<file path="src/rtl/radio_pkg.sv">
// Shared types and constants for the multi-radio 1-bit I/Q capture front end.
package radio_pkg;

    typedef enum logic [1:0] {
        MODE_LIVE  = 2'd0,
        MODE_LFSR  = 2'd1,
        MODE_CONST = 2'd2
    } mode_e;

    // Fibonacci feedback taps 16,14,13,11 expressed as a state-bit mask
    localparam logic [15:0] LFSR_TAPS         = 16'hB400;
    localparam logic [15:0] LFSR_SEED_DEFAULT = 16'hACE1;

    // The all-zero state would lock the register, so it is replaced by 1
    function automatic logic [15:0] lfsr_seed(input logic [15:0] base, input int unsigned ch);
        logic [15:0] s;
        s = base ^ 16'(ch);
        return (s == 16'h0000) ? 16'h0001 : s;
    endfunction

endpackage

</file>
<file path="src/rtl/radio_lfsr16.sv">
// Per-channel 16-bit Fibonacci LFSR test-pattern source; iq = {Q, I} = state[1:0].
// Zero latency from state to output; advances only when step is high, no backpressure.
module radio_lfsr16
    import radio_pkg::*;
#(
    parameter logic [15:0] SEED = LFSR_SEED_DEFAULT
) (
    input  logic       clk16,
    input  logic       rst,
    input  logic       step,
    output logic [1:0] iq
);

    logic [15:0] state_q;
    logic [15:0] state_d;

    always_comb begin
        state_d = state_q;
        if (step) begin
            state_d = {state_q[14:0], ^(state_q & LFSR_TAPS)};
        end
    end

    always_ff @(posedge clk16 or posedge rst) begin
        if (rst) begin
            state_q <= SEED;
        end else begin
            state_q <= state_d;
        end
    end

    assign iq = state_q[1:0];

endmodule

</file>
<file path="src/rtl/radio_capture.sv">
// Syncs CHANNELS 1-bit I/Q radios, optionally substitutes test patterns, packs WIDTH samples per word.
// Pins reach the packer after 2 cycles; one-deep output register, a word completing while it is stalled is dropped and flags overflow.
module radio_capture
    import radio_pkg::*;
#(
    parameter int          CHANNELS  = 4,
    parameter int          WIDTH     = 8,
    parameter logic [15:0] LFSR_SEED = LFSR_SEED_DEFAULT
) (
    input  logic                            clk16,
    input  logic                            rst,
    input  logic                            enable,
    input  logic [1:0]                      mode,
    input  logic                            clear_ovf,
    input  logic [CHANNELS-1:0]             i_in,
    input  logic [CHANNELS-1:0]             q_in,
    output logic [2*CHANNELS*WIDTH-1:0]     m_tdata,
    output logic                            m_tvalid,
    input  logic                            m_tready,
    output logic                            overflow
);

    localparam int DW    = 2 * CHANNELS * WIDTH;
    localparam int CNT_W = $clog2(WIDTH);

    logic [CHANNELS-1:0] i_s1_q, i_s1_d, i_s2_q, i_s2_d;
    logic [CHANNELS-1:0] q_s1_q, q_s1_d, q_s2_q, q_s2_d;
    logic [1:0]          mode_q, mode_d;
    logic [CNT_W-1:0]    cnt_q, cnt_d, cnt_eff;
    logic [DW-1:0]       acc_q, acc_d;
    logic [DW-1:0]       tdata_q, tdata_d;
    logic                tvalid_q, tvalid_d;
    logic                ovf_q, ovf_d;

    logic                     lfsr_step;
    logic [CHANNELS-1:0][1:0] lfsr_iq;
    logic [CHANNELS-1:0]      smp_i, smp_q;
    logic                     word_done;
    logic                     load;

    assign lfsr_step = enable && (mode == MODE_LFSR);

    for (genvar c = 0; c < CHANNELS; c++) begin : g_lfsr
        radio_lfsr16 #(
            .SEED (lfsr_seed(LFSR_SEED, c))
        ) u_lfsr (
            .clk16 (clk16),
            .rst   (rst),
            .step  (lfsr_step),
            .iq    (lfsr_iq[c])
        );
    end

    always_comb begin
        i_s1_d = i_in;
        q_s1_d = q_in;
        i_s2_d = i_s1_q;
        q_s2_d = q_s1_q;
        for (int c = 0; c < CHANNELS; c++) begin
            case (mode)
                MODE_LFSR: begin
                    smp_i[c] = lfsr_iq[c][0];
                    smp_q[c] = lfsr_iq[c][1];
                end
                MODE_CONST: begin
                    smp_i[c] = 1'b1;
                    smp_q[c] = 1'b0;
                end
                default: begin
                    smp_i[c] = i_s2_q[c];
                    smp_q[c] = q_s2_q[c];
                end
            endcase
        end
    end

    // A mode change restarts the word; positions are overwritten, so stale bits never escape
    always_comb begin
        mode_d    = mode;
        cnt_eff   = (mode != mode_q) ? '0 : cnt_q;
        cnt_d     = cnt_eff;
        acc_d     = acc_q;
        word_done = 1'b0;
        if (enable) begin
            for (int c = 0; c < CHANNELS; c++) begin
                for (int k = 0; k < WIDTH; k++) begin
                    if (cnt_eff == CNT_W'(k)) begin
                        acc_d[2*c*WIDTH + k]     = smp_i[c];
                        acc_d[(2*c+1)*WIDTH + k] = smp_q[c];
                    end
                end
            end
            if (cnt_eff == CNT_W'(WIDTH - 1)) begin
                word_done = 1'b1;
                cnt_d     = '0;
            end else begin
                cnt_d = cnt_eff + 1'b1;
            end
        end
    end

    always_comb begin
        load     = word_done && (!tvalid_q || m_tready);
        tvalid_d = tvalid_q;
        tdata_d  = tdata_q;
        if (load) begin
            tvalid_d = 1'b1;
            tdata_d  = acc_d;
        end else if (tvalid_q && m_tready) begin
            tvalid_d = 1'b0;
        end
        // A drop in the same cycle as a clear leaves the flag set
        if (word_done && !load) begin
            ovf_d = 1'b1;
        end else if (clear_ovf) begin
            ovf_d = 1'b0;
        end else begin
            ovf_d = ovf_q;
        end
    end

    always_ff @(posedge clk16 or posedge rst) begin
        if (rst) begin
            i_s1_q   <= '0;
            i_s2_q   <= '0;
            q_s1_q   <= '0;
            q_s2_q   <= '0;
            mode_q   <= MODE_LIVE;
            cnt_q    <= '0;
            acc_q    <= '0;
            tdata_q  <= '0;
            tvalid_q <= 1'b0;
            ovf_q    <= 1'b0;
        end else begin
            i_s1_q   <= i_s1_d;
            i_s2_q   <= i_s2_d;
            q_s1_q   <= q_s1_d;
            q_s2_q   <= q_s2_d;
            mode_q   <= mode_d;
            cnt_q    <= cnt_d;
            acc_q    <= acc_d;
            tdata_q  <= tdata_d;
            tvalid_q <= tvalid_d;
            ovf_q    <= ovf_d;
        end
    end

    assign m_tdata  = tdata_q;
    assign m_tvalid = tvalid_q;
    assign overflow = ovf_q;

endmodule
</file>
<file path="config.mk">
export PLATFORM = sky130hd
export DESIGN_NAME = radio_capture
export DESIGN_NICKNAME = d
export VERILOG_FILES = /design/src/rtl/radio_pkg.sv /design/src/rtl/radio_lfsr16.sv /design/src/rtl/radio_capture.sv
export SDC_FILE = /design/constraint.sdc
export NUM_CORES = 1
export LEC_CHECK = 0
export BUFFER_PORTS_ARGS = -buffer_cell sky130_fd_sc_hd__clkbuf_2
export CAP_MARGIN = 5
export CORE_MARGIN = 3
export CORE_UTILIZATION = 30
export CTS_BUF_LIST = sky130_fd_sc_hd__clkbuf_8
export DETAILED_ROUTE_END_ITERATION = 8
export HOLD_SLACK_MARGIN = 0.1
export PLACE_DENSITY = 0.58
export SYNTH_ARGS = -nofsm -noshare
export SYNTH_HDL_FRONTEND = slang
export SYNTH_SLANG_ARGS = --single-unit
</file>
<file path="constraint.sdc">
create_clock -name clk16 -period 6.3 [get_ports clk16]
set_input_delay 0.315 -clock clk16 [delete_from_list [all_inputs] [get_ports clk16]]
set_output_delay 0.315 -clock clk16 [all_outputs]
set_load 0.01 [all_outputs]
</file>
; After elaboration in Yosys (flattened, before gate mapping)
; Index checks and enable logic that the tools add are counted.
[classes]
n_addsub = 1
eq_ne = 10
muxes = 82
n_reduce_logical = 14
[ops]
columns = op, n
row1 = $mux 1, 70
row2 = $mux 64, 1
row3 = $reduce_xor 16->1, 4
row4 = $pmux 1 s2, 8
row5 = $eq 3x3->1 const B, 4
row6 = $mux 3, 3
row7 = $eq 3x2->1 const B, 2
row8 = $logic_and 1x1->1, 4
row9 = $reduce_bool 2->1, 2
row10 = $add 3x1->3 const B, 1
row11 = $eq 3x1->1 const B, 1
row12 = $logic_not 3->1, 1
row13 = $eq 2x1->1 const B, 1
row14 = $eq 2x2->1 const B, 1
row15 = $logic_not 1->1, 2
row16 = $ne 2x2->1, 1
row17 = $logic_or 1x1->1, 1
[totals]
register_bits = 215
elab_cells = 121

; Longest topological paths before layout
; Gate-level depths: netlist (run 1).
[depth]
word_depth = 9
mapped_depth = 12
mapped_depth_nobuf = 10

; Cells and area by module
; Synthesis (run 1) repeated with hierarchy kept, for this count alone.
[unflattened]
hier_cells = 640
hier_area_um2 = 8381.8
[modules_own_cells]
columns = mod, n_inst, cells_each, area_per_inst_um2, seq_area_each_um2
row1 = radio_capture, 1, 476, 5604.1, 3578.4
row2 = radio_lfsr16 at g_lfsr[0].u_lfsr ..., 2, 41, 694.4, 410.4
row3 = radio_lfsr16 at g_lfsr[2].u_lfsr, 1, 41, 695.7, 411.6
row4 = radio_lfsr16 at g_lfsr[1].u_lfsr, 1, 41, 693.2, 409.1

; Worst setup path before layout (run 1)
; OpenSTA, ideal clock, no wires.
[synth_path]
kind = register -> register
startpoint = register mode_q[1]
endpoint = register tdata_q[11], in the netlist m_tdata[11]
t_arrival_ps = 2352
required_time_ps = 6175
path_slack_ps = 3823
path_stages_with_launch = 12
path_buffers = 2
synth_period_minus_slack_ps = 2477
path_cell_list = dfrtp_1 xnor2_4 and2_2 nand2_1 inv_1 ha_1 ha_1 nand2_1 nor2b_1 clkbuf_1 buf_4 mux2_2
[synth_via]
elab_chain_len = 6
[synth_rtl]
columns = element, line
row1 = "start, declared", radio_capture.sv:28  ; logic [1:0] mode_q, mode_d;
row2 = "start signal, assigned", radio_capture.sv:139  ; mode_q <= mode_d;
row3 = $ne 2x2->1 *, radio_capture.sv:80  ; cnt_eff = (mode != mode_q) ? '0 : cnt_q;
row4 = $mux 3 *, radio_capture.sv:80
row5 = $eq 3x3->1, radio_capture.sv:93  ; if (cnt_eff == CNT_W'(WIDTH - 1)) begin
row6 = $mux 1, radio_capture.sv:93
row7 = $mux 1, radio_capture.sv:84  ; if (enable) begin
row8 = $logic_and 1x1->1, radio_capture.sv:103  ; load = word_done && (!tvalid_q || m_tready);
row9 = "end signal, assigned", radio_capture.sv:142  ; tdata_q <= tdata_d;
row10 = "end, declared", radio_capture.sv:31  ; logic [DW-1:0] tdata_q, tdata_d;
; Every way passes the cells marked *; elsewhere a longest branch is shown, timed or not.
; A chain may end at the register's enable or synchronous reset.

; Final worst setup path (run 1)
[layout_path]
startpoint = input port mode[0]
endpoint = register tdata_q[3], in the netlist m_tdata[3]
[layout_via]
elab_chain_len = 6
[layout_rtl]
columns = element, line
row1 = "start, declared", radio_capture.sv:13  ; input logic [1:0] mode,
row2 = $ne 2x2->1, radio_capture.sv:80
row3 = $mux 3, radio_capture.sv:80
row4 = $eq 3x3->1, radio_capture.sv:93
row5 = $mux 1, radio_capture.sv:93
row6 = $mux 1, radio_capture.sv:84
row7 = $logic_and 1x1->1, radio_capture.sv:103
; Parallel ways exist; a longest one is shown, timed or not.

==> summary.txt, run 1 <==
Placed design
  – Hpwl dp: 10.5 mm
  – IO buf count: 80
  – Area after DPL: 8940 um^2
  – GP Congestion: 0.703

Floorplan
  – Core box area: 27000 um^2
  – # IOs: 81
  – Chip Height: 172 um
  – Die ar.: 29500 um^2
  – Initial Util: 0.306
  – Die Wd: 172 um
  – Site row count: 60

Cells and area
  – Register area: 5220 um^2
  – Final instance area: 9690 um^2
  – Share of cells above drive strength 1: 0.358
  – Most common cell after layout, fill and taps aside: dfrtp_1
  – Multi-input gate area: 2780 um^2
  – P&R area growth vs syn: 17.6%
  – # diodes: 0
  – # fillers: 2630
  – Most frequent cells in the layout: dfrtp_1 (175), clkbuf_2 (80), nand2_1 (78)
  – Nets: 742

Synth
  – Main combinational cell family by area after synthesis: multiplexers
  – Netlist Area Pre-Place: 8240 um^2
  – Synth cell types: 36
  – Seq/Total Area, Yosys: 0.633
  – Xor/xnor share of the synthesized area: 0.0205
  – Cell count after synthesis: 627
  – Mapped Nets: 650
  – Synth warn: 0
  – Syn_area_per_cell: 13.1 um^2
  – Fraction of the mapped netlist area in adder cells: 0.0121
  – Multiplexer share of the synthesized area: 0.151
  – Synth Area in Compound Gates: 0.0891
  – Post-Synth Simple-Gate Area: 0.0598
  – #FFs+latches synth: 207

Route
  – Routed via count: 4837
  – Post-route ant nets: 0
  – DRT iter0 DRCs: 313
  – DRT Pass-1 Iters: 4
  – DR WL/cell: 15.3 um
  – Vias per cell: 4.45
  – Drt total wl: 16.6 mm
  – Drt drc: 0

Timing
  – Worst slew pin tran: 1070 ps
  – Min Hold Slack: 252 ps
  – Skew final: 29.7 ps
  – Setup repair after global routing missed its margin: no
  – Post-layout min period: 3320 ps
  – Final setup viols: 0
  – Final slew viol count: 0
  – Final hold vios: 0
  – Max Clk Rate: 301 MHz
  – Setup_tns: 0 ps
  – Tcrit/Tclk final: 0.528
  – Max-slew headroom: 0.285

Worst setup path
  – Crit Path Max Fanout: 32
  – Crit Path Class: in2reg
  – Top delay family on crit path: simple AND/OR/NAND/NOR gates
  – Critical Path AT: 3700 ps
  – Setup crit end kind: register
  – Crit path buffers/inverters: 3
  – Crit-path cells: dlygate4sd3_1 -> clkbuf_2 -> xnor2_4 -> and2_2 -> nand2_1 -> inv_1 -> ha_1 -> ha_1 -> nand2_1 -> nor2b_4 -> mux2_2
  – Slowest CP cell: nor2b_4
  – WP data required: 6680 ps
  – CP startpoint kind: input pin
  – Max stage delay on crit path: 860 ps

GRT
  – Total grt overflow: 0
  – Initial antenna violation count: 0
  – First-pass GRT wire length: 26.7 mm
  – Largest net degree at the start of global routing: 89
  – Vias in the first global route: 4781
  – Overall routing resource usage: 0.114

Pwr
  – Part of the power in registers: 0.527
  – Pwr dens: 282 nW/um^2
  – P_sw: 666 uW
  – Static Leak: 4.80 nW
  – Sw frac: 0.244
  – Worst vdd ir: 0.128 mV
  – Comb pwr share: 0.078
  – Clock share of power: 0.395
  – Internal: 2.06 mW

Clock network
  – CTS Sinks: 207
  – TritonCTS clock tree: yes
  – Clk_lat worst skew: 520 ps
  – Clock buffer depth: 3
  – H-Tree Depth: 2
  – Root buffer cell: clkbuf_8
  – Clock transition at path regs: 60 ps
  – TritonCTS Buffers: 35

Hold path
  – Type of the worst min-delay path: in2reg

Flow run
  – Max_cap viols: 0

Outcome
  – Status: finished clean
## path summary, 6_finish.rpt
path	from	to	slack (ps)	depth (start not counted)
worst max-delay path	mode[0]	m_tdata[3]	2980	11
worst min-delay path	enable	cnt_q[2]	250	3
worst max register to register	mode_q[1]	m_tdata[3]	3120	9
worst min register to register	q_s1_q[0]	q_s2_q[0]	350	0
max in group asynchronous	rst	acc_q[17]	4490	4
min in group asynchronous	rst	m_tdata[26]	410	3
## kinds of logic after synthesis
group / count (synthesis)
buffers and inverters: 61
AND/OR/NAND/NOR: 118
multiplexers: 104
flip-flops: 207
AO/OA/AOI/OAI: 114
adder cells (fa/ha/maj): 8
XOR/XNOR: 15
## timing repair
action                                 4_1_cts  5_1_grt
buffers inserted                             0        0
endpoints found under the hold margin       69        0
hold buffers                                12        0
resized for setup                            0        0
## power by group through the flow
stage / registers, mW / logic, mW / clock network, mW
floorplan: 1.45 / 0.162 / 0
global placement: 1.46 / 0.207 / 0
detailed placement: 1.46 / 0.210 / 0
CTS: 1.44 / 0.218 / 1.13
global route: 1.44 / 0.241 / 1.19
finish: 1.44 / 0.213 / 1.08
## state kept, by name, summed over array words and instances, names as in the netlist
name and flops:
acc_q 56, overflow 1, i_s2_q 4, q_s1_q 4
m_tvalid 1, i_s1_q 4, mode_q 2, cnt_q 3
q_s2_q 4, g_lfsr.u_lfsr.state_q 64, m_tdata 64
## layer usage
layer / global-route usage / up-vias / routed length, um
met4: 0.0354 / 0 / 265
li1: - / 2325 / -
met5: 0 / - / 0
met3: 0.0329 / 30 / 1010
met1: 0.163 / 2379 / 8080
met2: 0.167 / 103 / 7230
## layout make-up
class	instances	share of cell area
Sequential cell	207	0.539
Multi-Input combinational cell	359	0.287
Timing Repair Buffer	96	0.0568
Clock buffer	38	0.0540
Tap cell	341	0.0440
Clock inverter	25	0.0111
Inverter	20	0.00852
## Yosys cell counts
cell type,count,area share
ha_1,8,0.012
and3_1,3,0.0023
nor2b_1,1,0.00076
dfrtp_1,175,0.53
a31oi_4,3,0.0077
inv_1,20,0.0091
clkbuf_1,17,0.0077
buf_6,1,0.0014
nand2b_1,1,0.00076
a21o_2,2,0.0021
mux2_2,68,0.093
a21o_1,10,0.0091
a31oi_2,1,0.0015
o22ai_1,1,0.00076
a31oi_1,3,0.0023
nand3_1,16,0.0097
o21a_1,4,0.0036
o311ai_0,8,0.0085
dfstp_2,32,0.10
mux2i_1,12,0.015
nor2_1,12,0.0055
xnor2_1,13,0.014
and2_1,4,0.0030
clkbuf_2,2,0.0012
and3_2,1,0.00091
o21ai_0,50,0.030
mux2_4,24,0.044
a21oi_1,12,0.0073
buf_2,16,0.0097
o21ai_1,12,0.0073
a211o_1,4,0.0043
o311ai_1,4,0.0043
and2_2,1,0.00091
nand2_1,79,0.036
xnor2_4,2,0.0067
buf_4,5,0.0046
## worst reg2reg max path: stages, from the launching register on
cell     delay, ps
dfrtp_1        420
xnor2_4        350
and2_2         230
nand2_1        120
inv_1          110
ha_1           190
ha_1           220
nand2_1        130
nor2b_4        860
mux2_2         430
## stage by stage
stage	total power, mW	setup WS, ps	util	instances
2_1_floorplan	1.62	385	-	627
3_3_place_gp	1.67	3130	0.332	1011
3_5_place_dp	1.67	3020	0.332	1011
4_1_cts	2.78	2990	0.359	1086
5_1_grt	2.88	2750	0.359	1086
6_report	2.73	2980	0.359	1086
(Power assumes the default switching activity.)
==> run 2, diff against run 1 <==
--- a/config.mk
+++ b/config.mk
@@ -5,6 +5,7 @@
 export SDC_FILE = /design/constraint.sdc
 export NUM_CORES = 1
 export LEC_CHECK = 0
+export ABC_AREA = 1
 export BUFFER_PORTS_ARGS = -buffer_cell sky130_fd_sc_hd__clkbuf_2
 export CAP_MARGIN = 5
 export CORE_MARGIN = 3
@@ -12,7 +13,7 @@
 export CTS_BUF_LIST = sky130_fd_sc_hd__clkbuf_8
 export DETAILED_ROUTE_END_ITERATION = 8
 export HOLD_SLACK_MARGIN = 0.1
-export PLACE_DENSITY = 0.58
+export PLACE_DENSITY = 0.56
 export SYNTH_ARGS = -nofsm -noshare
 export SYNTH_HDL_FRONTEND = slang
 export SYNTH_SLANG_ARGS = --single-unit
==> constraint.sdc (replaced) <==
create_clock -name clk16 -period 3.2 [get_ports clk16]
set_input_delay 0.16 -clock clk16 [delete_from_list [all_inputs] [get_ports clk16]]
set_output_delay 0.16 -clock clk16 [all_outputs]
set_load 0.01 [all_outputs]
==> run 2 against run 1 <==
Compared with the run above: sequential share of layout area is 2.8 points lower; worst hold slack got worse by 95 ps; power grew 140%; critical path depth is 4 higher; die area rose by 3.1%; clock skew up 0.51 ps; clock power grew 130%; largest cell class unchanged; via count rose by 29%; global-route usage increased by 1.5 points; synthesized cell count is 47% higher; non-clock buffer count is 9 higher; cell area rose by 5.5%.
==> summary.txt, run 2 <==
Clock network
  – H-Tree Depth: 2 (unchanged)
  – TritonCTS clock tree: yes
  – Clk_lat worst skew: 530 ps (about the same)
  – TritonCTS Buffers: 36 (+2.9%)
  – Clock transition at path regs: 60 ps (about the same)
  – PostCTS Resize Cnt: 0 (unchanged)
  – Root buffer cell: clkbuf_8
  – CTS Sinks: 207 (unchanged)
  – Clock buffer depth: 3 (unchanged)

Floorplan
  – Initial Util: 0.305 (-0.000434)
  – Site row count: 61 (+1.7%)
  – Core box area: 27900 um^2 (+3.4%)
  – # IOs: 81 (unchanged)
  – Chip Height: 174 um (+1.5%)
  – Die Wd: 174 um (+1.5%)
  – Die ar.: 30400 um^2 (+3.1%)

Cells and area
  – Most frequent cells in the layout: nand2_1 (266), dfrtp_1 (175), inv_1 (121)
  – Post-layout util: 0.367 (+0.00756)
  – Cell Count, Final, Fillers Out: 1424 (+31%)
  – P&R area growth vs syn: 20.2%
  – Nets: 1044 (+41%)
  – # fillers: 2847 (+8.3%)
  – Most common cell after layout, fill and taps aside: nand2_1
  – Share of cells above drive strength 1: 0.190 (-0.168)
  – # diodes: 0 (unchanged)

Timing
  – Tcrit/Tclk final: 0.770
  – Setup_tns: 0 ps (unchanged)
  – Setup repair after global routing missed its margin: no
  – Worst slew pin tran: 898 ps (-172 ps)
  – Skew final: 30.2 ps (+0.509 ps)
  – Final setup viols: 0 (unchanged)
  – Max Clk Rate: 406 MHz
  – Final hold vios: 0 (unchanged)
  – Final slew viol count: 0 (unchanged)
  – Min Hold Slack: 157 ps (-95.0 ps)
  – Post-layout min period: 2470 ps
  – Max-slew headroom: 0.401 (+0.115)

Pwr
  – Pwr dens: 629 nW/um^2 (+120%)
  – Clock share of power: 0.386 (-0.009)
  – P_sw: 1.67 mW (+150%)
  – Comb pwr share: 0.118 (+0.040)
  – Part of the power in registers: 0.496 (-0.031)
  – Sw frac: 0.259 (+0.0149)
  – Internal: 4.76 mW (+130%)
  – Static Leak: 5.25 nW (+9.3%)
  – Worst vdd ir: 0.277 mV (+120%)

Route
  – DR WL/cell: 13.6 um (-11%)
  – Vias per cell: 4.38 (-1.7%)
  – Drt total wl: 19.4 mm (+17%)
  – DRT iter0 DRCs: 584 (+87%)
  – Drt drc: 0 (unchanged)
  – Routed via count: 6237 (+29%)
  – Post-route ant nets: 0 (unchanged)
  – DRT Pass-1 Iters: 5 (+1)

Placed design
  – GP Congestion: 0.750 (+6.7%)
  – Hpwl dp: 11.7 mm (+12%)
  – Inst Count DP: 1346 (+33%)
  – IO buf count: 80 (unchanged)

Worst setup path
  – WP depth: 15 (+4)
  – WP data required: 3650 ps (-3030 ps)
  – Setup crit end kind: register
  – Crit Path Class: in2reg
  – Crit-path cells: dlygate4sd3_1 -> clkbuf_2 -> inv_1 -> nand2_1 -> nand2_1 -> nor2_4 -> nand2_1 -> inv_1 -> ha_1 -> nand2_1 -> inv_2 -> nand4_1 -> nand2_1 -> nand3_1 -> nand2_1
  – Most frequent cell on the critical path: nand2_1
  – FF-to-FF path depth: 13 (+4)
  – CP startpoint kind: input pin
  – Top delay family on crit path: simple AND/OR/NAND/NOR gates
  – Crit path buffers/inverters: 5 (+2)
  – Slowest CP cell: dlygate4sd3_1
  – Max stage delay on crit path: 520 ps (-340 ps)
  – Crit Path Max Fanout: 18 (-44%)
  – Critical Path AT: 2920 ps (-780 ps)

Synth
  – Netlist Area Pre-Place: 8510 um^2 (+3.2%)
  – Most common cell in the netlist: nand2_1
  – Synth top cells by count: nand2_1 (266), dfrtp_1 (175), inv_1 (109)
  – Seq/Total Area, Yosys: 0.614 (-0.0198)
  – Most used DFF post-synth: dfrtp_1
  – Synth cell types: 23 (-36%)
  – Syn_area_per_cell: 9.26 um^2 (-30%)
  – Async set-or-reset flop fraction in the synthesized netlist: 1.00 (unchanged)
  – Post-synth top area share: 0.515 (-0.0166)
  – Dominant cell type by area after synthesis: dfrtp_1
  – Mapped Nets: 942 (+45%)
  – Post-synth EDFFs: 0 (unchanged)
  – #FFs+latches synth: 207 (unchanged)
  – Cell count after synthesis: 919 (+47%)
  – Synth warn: 0 (unchanged)
  – Top post-synthesis cells by area: dfrtp_1 (51%), nand2_1 (12%), dfstp_2 (9.9%)

GRT
  – Total grt overflow: 0 (unchanged)
  – Vias in the first global route: 6073 (+27%)
  – Largest net degree at the start of global routing: 120 (+35%)
  – Initial antenna violation count: 0 (unchanged)
  – First-pass GRT wire length: 32.2 mm (+21%)
  – Overall routing resource usage: 0.129 (+0.0149)

Outcome
  – Status: finished clean

Flow run
  – Max_cap viols: 0 (unchanged)

Hold path
  – Type of the worst min-delay path: in2async
[run 2: cell count changes after synthesis, moves of 39 or more]
cell,previous run,this run
inv_1,20,109
o21ai_0,50,89
nand2_1,79,266
mux2_2,68,0
nand3_1,16,77
and2_1,4,48
[run 2: timing repair]
| action | 4_1_cts | 5_1_grt |
|---|---|---|
| hold buffers | 15 | 0 |
| setup buffers | 0 | 0 |
| hold endpoints to repair | 138 | 0 |
[run 2: cell families (layout without fill, tap and decap cells)]
logic type,count (synthesis),count (layout),synth area share
AOI/OAI and AO/OA,91,91,0.0537
xor gates and xnor gates,10,10,0.0103
adders and majority gates,8,8,0.0118
buffers and inverters,155,282,0.0709
DFF,207,207,0.614
and+or+nand+nor,448,448,0.240
[run 2: stage by stage]
stage	setup WS [ps]	area (um^2)	power, mW
4_1_cts	744	10200	6.54
2_1_floorplan	380	8510	3.78
5_1_grt	456	10200	6.81
3_3_place_gp	815	9330	3.96
6_report	735	10200	6.43
3_5_place_dp	761	9330	3.99
[run 2: final cells by class]
cell class                      instances  area, um^2  area share
Clock buffer                           45         619      0.0606
Clock inverter                         18         129      0.0126
Inverter                              114         432      0.0422
Multi-Input combinational cell        557        2690       0.263
Sequential cell                       207        5220       0.511
Tap cell                              378         473      0.0463
Timing Repair Buffer                  105         663      0.0649
[run 2: power groups by stage]
stage	sequential [mW]	clock, mW	combinational (mW)
2_1_floorplan	3.20	0	0.578
4_1_cts	3.19	2.57	0.772
3_5_place_dp	3.24	0	0.750
6_report	3.19	2.48	0.758
5_1_grt	3.23	2.68	0.892
3_3_place_gp	3.23	0	0.733
[run 2: layer usage]
metal	global-route usage	up-vias	wire length, um
met5	0	-	0
met1	0.194	2958	9700
li1	-	3078	-
met4	0.0439	0	432
met3	0.0284	42	1130
met2	0.183	159	8150
[run 2: final timing paths]
path                            from          end  slack [ps]
max                          mode[1]  m_tdata[13]         730
min                              rst   m_tdata[7]         160
min in group clk16           q_in[1]    q_s1_q[1]         270
min reg2reg                q_s1_q[2]    q_s2_q[2]         350
max reg2reg                mode_q[1]  m_tdata[13]         740
max in group asynchronous        rst  m_tdata[44]        2160
[run 2: tightest hold or removal path: cells and delay by family]
family                 cells  cell delay, ps
buffers and inverters      3             880
==> run 3, diff against run 2 <==
--- a/config.mk
+++ b/config.mk
@@ -5,7 +5,7 @@
 export SDC_FILE = /design/constraint.sdc
 export NUM_CORES = 1
 export LEC_CHECK = 0
-export ABC_AREA = 1
+export ABC_AREA = 0
 export BUFFER_PORTS_ARGS = -buffer_cell sky130_fd_sc_hd__clkbuf_2
 export CAP_MARGIN = 5
 export CORE_MARGIN = 3
==> constraint.sdc (replaced) <==
create_clock -name clk16 -period 2.3 [get_ports clk16]
set_input_delay 0.115 -clock clk16 [delete_from_list [all_inputs] [get_ports clk16]]
set_output_delay 0.115 -clock clk16 [all_outputs]
set_load 0.01 [all_outputs]
==> run 3 against run 2 <==
Compared with the run above: global-route usage down 1.2 points; first-iteration DRC count down 45%; critical path depth down 6; sequential share of layout area up 0.63 points; critical endpoint is now m_tdata[17]; count of clock-buffer cells in the layout down 2; power up 21%; core utilization up 0.78 points; via count down 22%; register-to-register slack worse by 620 ps; critical path type is now reg2reg; worst hold slack better by 86 ps; combinational power down 20%; flip-flop and latch count unchanged.
==> summary.txt, run 3 (same netlist as run 1, synthesis figures left out) <==
GRT
  – Overall routing resource usage: 0.117 (-0.0119)
  – Initial antenna violation count: 0 (unchanged)
  – First-pass GRT wire length: 27.5 mm (-14%)
  – Total grt overflow: 0 (unchanged)
  – Largest net degree at the start of global routing: 71 (-41%)
  – Vias in the first global route: 4953 (-18%)

Clock network
  – TritonCTS clock tree: yes
  – H-Tree Depth: 2 (unchanged)
  – Clock transition at path regs: 60 ps (about the same)
  – TritonCTS Buffers: 37 (+2.8%)
  – Root buffer cell: clkbuf_8
  – CTS Sinks: 207 (unchanged)
  – Clk_lat worst skew: 510 ps (-20 ps)
  – Clock buffer depth: 3 (unchanged)

Cells and area
  – Post-layout util: 0.375 (+0.00776)
  – # diodes: 0 (unchanged)
  – Register area: 5220 um^2 (unchanged)
  – Share of cells above drive strength 1: 0.390 (+0.200)
  – Nets: 770 (-26%)
  – # fillers: 2618 (-8.0%)
  – P&R area growth vs syn: 22.6%
  – Most common cell after layout, fill and taps aside: dfrtp_1
  – Most frequent cells in the layout: dfrtp_1 (175), clkbuf_2 (80), nand2_1 (75)
  – Multi-input gate area: 2810 um^2 (+4.5%)

Floorplan
  – Die ar.: 29500 um^2 (-3.0%)
  – Die Wd: 172 um (-1.5%)
  – Core box area: 27000 um^2 (-3.3%)
  – Site row count: 60 (-1.6%)
  – # IOs: 81 (unchanged)
  – Initial Util: 0.306 (+0.000434)
  – Chip Height: 172 um (-1.5%)

Timing
  – Final hold vios: 0 (unchanged)
  – Setup repair after global routing missed its margin: no
  – Max-slew headroom: 0.585 (+0.184)
  – Final slew viol count: 0 (unchanged)
  – Final setup viols: 0 (unchanged)
  – Skew final: 13.5 ps (-16.7 ps)
  – Max Clk Rate: 460 MHz
  – Min Hold Slack: 243 ps (+86.1 ps)
  – Tcrit/Tclk final: 0.946
  – Worst slew pin tran: 623 ps (-275 ps)
  – Post-layout min period: 2180 ps

Route
  – DR WL/cell: 15.0 um (+10%)
  – Drt drc: 0 (unchanged)
  – Uppermost routed layer: met4
  – Post-route ant nets: 0 (unchanged)
  – Met2 wire length: 7.23 mm (-11%)
  – Vias per cell: 4.38 (about the same)
  – Routed via count: 4879 (-22%)
  – DRT Pass-1 Iters: 4 (-1)
  – Routed length on met3: 762 um (-33%)
  – Met1 Wirelength: 8.37 mm (-14%)
  – DRT iter0 DRCs: 321 (-45%)
  – Drt total wl: 16.7 mm (-14%)

Hold path
  – Type of the worst min-delay path: in2reg
  – Hold_sp: i_in[2]

Worst setup path
  – Critical Path AT: 2570 ps (-350 ps)
  – RR Startpoint: mode_q[0]
  – CP startpoint: mode_q[0]
  – Setup crit end kind: register
  – Crit Path Class: reg2reg
  – WP data required: 2690 ps (-960 ps)
  – Crit Path Max Fanout: 5 (-13)
  – CP startpoint kind: register

Pwr
  – Pwr dens: 773 nW/um^2 (+23%)
  – Part of the power in registers: 0.505 (+0.009)
  – Comb pwr share: 0.078 (-0.040)
  – Static Leak: 4.98 nW (-5.1%)
  – Worst vdd ir: 0.353 mV (+27%)
  – Internal: 5.96 mW (+25%)
  – Clock share of power: 0.417 (+0.031)
  – Sw frac: 0.237 (-0.0220)
  – P_sw: 1.85 mW (+11%)

Placed design
  – GP Congestion: 0.704 (-6.0%)
  – IO buf count: 80 (unchanged)
  – Hpwl dp: 10.9 mm (-6.6%)

Outcome
  – Status: finished clean

Flow run
  – Max_cap viols: 0 (unchanged)
run 3: area by class of cell:
type | count | area share
flip-flops and latches | 207 | 0.517
repair buffers | 122 | 0.0845
clock buffers | 43 | 0.0586
multi-input cells | 359 | 0.278
well taps | 341 | 0.0422
clock inverters | 21 | 0.0119
inverters | 20 | 0.00780
run 3: power by group through the flow:
stage / clock network, mW / registers, mW / logic, mW
2_1_floorplan: 0 / 3.98 / 0.452
3_3_place_gp: 0 / 4.00 / 0.587
3_5_place_dp: 0 / 4.00 / 0.603
4_1_cts: 3.39 / 3.94 / 0.624
5_1_grt: 3.59 / 3.96 / 0.688
6_report: 3.26 / 3.94 / 0.608
run 3: layer usage:
layer / track usage / vias up
met5: 0 / -
met4: 0.0364 / 0
met3: 0.0269 / 30
met2: 0.174 / 101
met1: 0.170 / 2359
li1: - / 2389
run 3: path summary, 6_finish.rpt:
path                                     to  slack, ps  cells past startpoint
worst min register to register    i_s2_q[1]        350                      0
max in group asynchronous         i_s1_q[1]        700                      5
min in group asynchronous          overflow        690                      4
worst max register to register  m_tdata[17]        120                      9
worst max-delay path            m_tdata[17]        120                      9
worst min-delay path              i_s1_q[2]        240                      2
run 3: timing repair:
action / 4_1_cts / 5_1_grt
buffers inserted: 0 / 1
hold buffers: 16 / 0
setup endpoints to repair: 0 / 12
hold endpoints to repair: 174 / 0
gates resized for setup: 0 / 1
run 3: worst max-delay path, cell delays in order, from the launching register on:
cell     delay [ps]
dfrtp_1         420
xnor2_4         180
and2_4          190
nand2_4          70
inv_2            80
ha_1            160
nand2_1          80
a31oi_4         290
mux2_4          340
mux2_4          260
run 3: stage by stage:
stage               setup TNS [ps]  power, mW  cells  setup slack, ps  cell area (um^2)
detailed placement               0       4.60   1033             82.4              9230
global placement                 0       4.59   1033              140              9230
finish                           0       7.81   1113              124             10100
CTS                              0       7.96   1113             32.5             10100
floorplan                   -83150       4.43    627             -475              8290
global route                     0       8.24   1113             10.7             10100
